**config.mk**
```make
export PLATFORM = sky130hd
export DESIGN_NAME = vga_sync_edge
export DESIGN_NICKNAME = d
export VERILOG_FILES = /design/src/rtl/vga_sync_edge.sv
export SDC_FILE = /design/constraint.sdc
export NUM_CORES = 1
export LEC_CHECK = 0
export CAP_MARGIN = 5
export CORE_AREA = 2 2 39 41
export CTS_BUF_LIST = sky130_fd_sc_hd__clkbuf_4 sky130_fd_sc_hd__clkbuf_8
export DETAILED_ROUTE_END_ITERATION = 8
export DIE_AREA = 0 0 41 43
export PLACE_DENSITY = 0.62
export SYNTH_ARGS = -nofsm -noshare
export SYNTH_HDL_FRONTEND = slang
export SYNTH_SLANG_ARGS = --single-unit
```
**constraint.sdc**
```tcl
create_clock -name clk -period 1.5 [get_ports clk]
set_input_delay 0.3 -clock clk [delete_from_list [all_inputs] [get_ports clk]]
set_output_delay 0.3 -clock clk [all_outputs]
set_load 0.03 [all_outputs]
```
**src/rtl/vga_sync_edge.sv**
```systemverilog
// Falling-edge detector and saturating low-width counter for one sync line.
//   clk, reset  : system clock, synchronous active-high reset
//   pix_en      : sample strobe; history and counter only move on strobes
//   sync_in     : active-low sync input
//   clear       : hold the width counter at zero
//   fall        : combinational, 1 on a strobe where sync_in went 1 -> 0
//   low_width   : samples in the most recent low pulse (saturates at 255);
//                 on a fall cycle it still holds the previous pulse's width
module vga_sync_edge (
    input  logic       clk,
    input  logic       reset,
    input  logic       pix_en,
    input  logic       sync_in,
    input  logic       clear,
    output logic       fall,
    output logic [7:0] low_width
);

    // Syncs idle high, so history starts at 1 and a line held low from
    // reset produces an edge on its first sample.
    logic prev;

    assign fall = pix_en & prev & ~sync_in;

    always_ff @(posedge clk) begin
        if (reset) begin
            prev      <= 1'b1;
            low_width <= '0;
        end else begin
            if (pix_en)
                prev <= sync_in;
            if (clear)
                low_width <= '0;
            else if (fall)
                low_width <= 8'd1;
            else if (pix_en && !sync_in && low_width != 8'hFF)
                low_width <= low_width + 8'd1;
        end
    end

endmodule

```
==> impl_metrics.json <==
{
  "yosys.cell_types.count": 24,
  "fillers": 135,
  "post-place-ws_ns": -0.0629,
  "grt_max_degree": 8,
  "cp_data_arrival_time_ns": 1.49,
  "synth_seq_cells": 9,
  "grtUsageMet3_pct": 4.71,
  "cts_setup_buffers": 0,
  "ys_warn_count": 0,
  "cts_sinks": 9,
  "mostFrequentLayoutCell": "dlygate4sd2_1",
  "hp-class": "in2reg",
  "first_global_vias": 371,
  "start_util_pct": 34.4,
  "cp-start-kind": "register",
  "netlist_area_um2": 477,
  "p_leak_nw": 0.368,
  "clk_latency_ns": 0.26,
  "rows": 14,
  "track_usage_pct": 13.7,
  "antenna_found_initial": 0,
  "syn-num-nets": 54,
  "finalCritPeriodShare_pct": 89.5,
  "hold_viol_final": 0,
  "rsz0062_at_grt": "no",
  "crit_path_max_fanout": 5,
  "met2_usage_pct": 18.1,
  "grt_pass1_wl_um": 1570,
  "switching_power_w": 0.000115,
  "drive_gt1_share_pct": 29.2,
  "routed_wl_um": 921,
  "multi_input_area_um2": 293,
  "intPower_w": 0.000386,
  "cts_made_buffers": 3,
  "critPathRequiredTime_ns": 1.65,
  "combPwrFrac_pct": 9.0,
  "root_buffer": "clkbuf_4",
  "setup.worst_path.class": "reg2reg",
  "viasPerCell": 4.93,
  "finish.utilization_pct": 50.9,
  "die_height_um": 43,
  "worst_pin_slew_ns": 0.299,
  "powerDensity_mw_per_mm2": 711,
  "cap_violations": 0,
  "area_delta_synth_final_pct": 47.8,
  "dpl.cell_count": 84,
  "status": "completed",
  "io_pins": 14,
  "port_buffers": 13,
  "drc": 0,
  "post_drt_wl_per_cell_um": 10.5,
  "final_cell_mix": "9 x dlygate4sd2_1, 8 x nor2_1, 7 x dfxtp_1, 7 x buf_4, 5 x xor2_1",
  "timing.fmax_mhz": 745,
  "finalSetupViolations": 0,
  "switching_share_pct": 23.0,
  "rrSetupSlack_ns": 0.16,
  "antennaDiodeCount": 0,
  "die_width_um": 41,
  "layout.nets": 79,
  "fin_skew_ns": 0.00113,
  "slew_violations": 0,
  "drtAntennaViolNets": 0,
  "syn-instance-count": 48,
  "fin_cells": 88,
  "drt_pass1_iterations": 4,
  "yosysSeqAreaShare_pct": 37.8,
  "min_period_ns": 1.34,
  "die-area_mm2": 0.00176,
  "htree_num_levels": 1,
  "gp_congestion": 0.713,
  "grt-ovfl-total": 0,
  "dp_hpwl_um": 727,
  "cts_buffer_depth": 2,
  "grt.busiest_layer": "met2",
  "fin_hold_ws_ns": 0.426,
  "use_met1_pct": 16.4,
  "worst_slack_ns": 0.157,
  "drt-initial-drc-count": 4,
  "relSlewSlack_pct": 80.2,
  "crit_path_end_kind": "register",
  "regArea_um2": 183,
  "pwr-share-clk_pct": 42.0,
  "clkTransAtPathRegs_ns": 0.06,
  "cts_tree": "yes",
  "pwr-share-seq_pct": 49.0,
  "num_vias": 434,
  "avgSynthCellArea_um2": 9.93,
  "peakVddDrop_uv": 375,
  "core_mm2": 0.00138
}
## critical path, stage by stage (launching register included)
cell,delay [ns]
dfxtp_2,0.37
ha_1,0.22
nand3_2,0.16
o21ai_2,0.22
mux2i_1,0.22
nor2_1,0.05
## synth_stat cells
library cell,instances,share of area (%)
a21boi_1,1,1.6
a21oi_1,1,1.0
and2_2,1,1.6
and3_1,2,2.6
and3b_1,1,1.8
and4_1,2,3.7
dfxtp_1,9,38
ha_1,1,2.6
inv_1,1,0.79
mux2i_1,2,4.2
nand2_1,2,1.6
nand2b_1,1,1.3
nand3_1,1,1.0
nand3_2,1,2.1
nand4_4,1,4.5
nor2_1,8,6.3
nor2b_4,1,2.9
nor3_1,1,1.0
o2111ai_2,1,3.1
o211ai_1,2,3.1
o211ai_2,1,2.6
o21ai_2,1,1.8
o21bai_1,1,1.6
xor2_1,5,9.2
## final timing paths
path,start,to,cells past startpoint
setup reg to reg,low_width[0]$_SDFFE_PP0P_,low_width[1]$_SDFFE_PP0P_,5
hold / removal,sync_in,low_width[0]$_SDFFE_PP0P_,4
hold reg to reg,prev$_SDFFE_PP1P_,low_width[0]$_SDFFE_PP0P_,2
setup / recovery,low_width[0]$_SDFFE_PP0P_,low_width[1]$_SDFFE_PP0P_,5
## layout make-up
| type | instances | area share [%] |
|---|---|---|
| Clock buffer | 4 | 4.26 |
| Inverter | 1 | 0.533 |
| Multi-Input combinational cell | 38 | 41.6 |
| Sequential cell | 9 | 25.9 |
| Tap cell | 16 | 2.84 |
| Timing Repair Buffer | 20 | 24.9 |
## power groups by stage
stage	Sequential, W	Combinational [W]	Clock (W)
finish	0.000245	0.0000451	0.000210
global route	0.000246	0.0000493	0.000232
CTS	0.000245	0.0000463	0.000214
detailed placement	0.000251	0.0000468	0
global placement	0.000251	0.0000464	0
floorplan	0.000254	0.0000204	0
## per-layer routing
metal / share of wire (%) / wire [µm]
met1: 46 / 428
met2: 45 / 418
met3: 4.6 / 42
met4: 3.4 / 31
met5: 0 / 0
## through the flow
stage	total power [W]	TNS [ns]	area, µm²
after floorplan	0.000274	0	479
after global placement	0.000297	-0.0834	679
after detailed placement	0.000298	-0.204	679
after CTS	0.000506	0	702
after global routing	0.000527	0	704
final	0.000501	0	704
## logic make-up after synthesis
family,count (synthesis),share of synthesized area [%]
simple gates,22,30.4
fa+ha+maj,1,2.62
mux,2,4.20
buf+inv,1,0.787
xor+xnor,5,9.19
compound gates,8,15.0
flops,9,37.8
## registers in the layout, indices dropped and copies added, names as in the netlist
signal,count
prev,1
low_width,8
## what timing repair did
item / CTS / global route
cloned: 0 / 0
endpoints found under the setup margin: 9 / 1
gates resized for setup: 10 / 1
hold buffers: 0 / 0
Power figures use the tool's default switching activity.
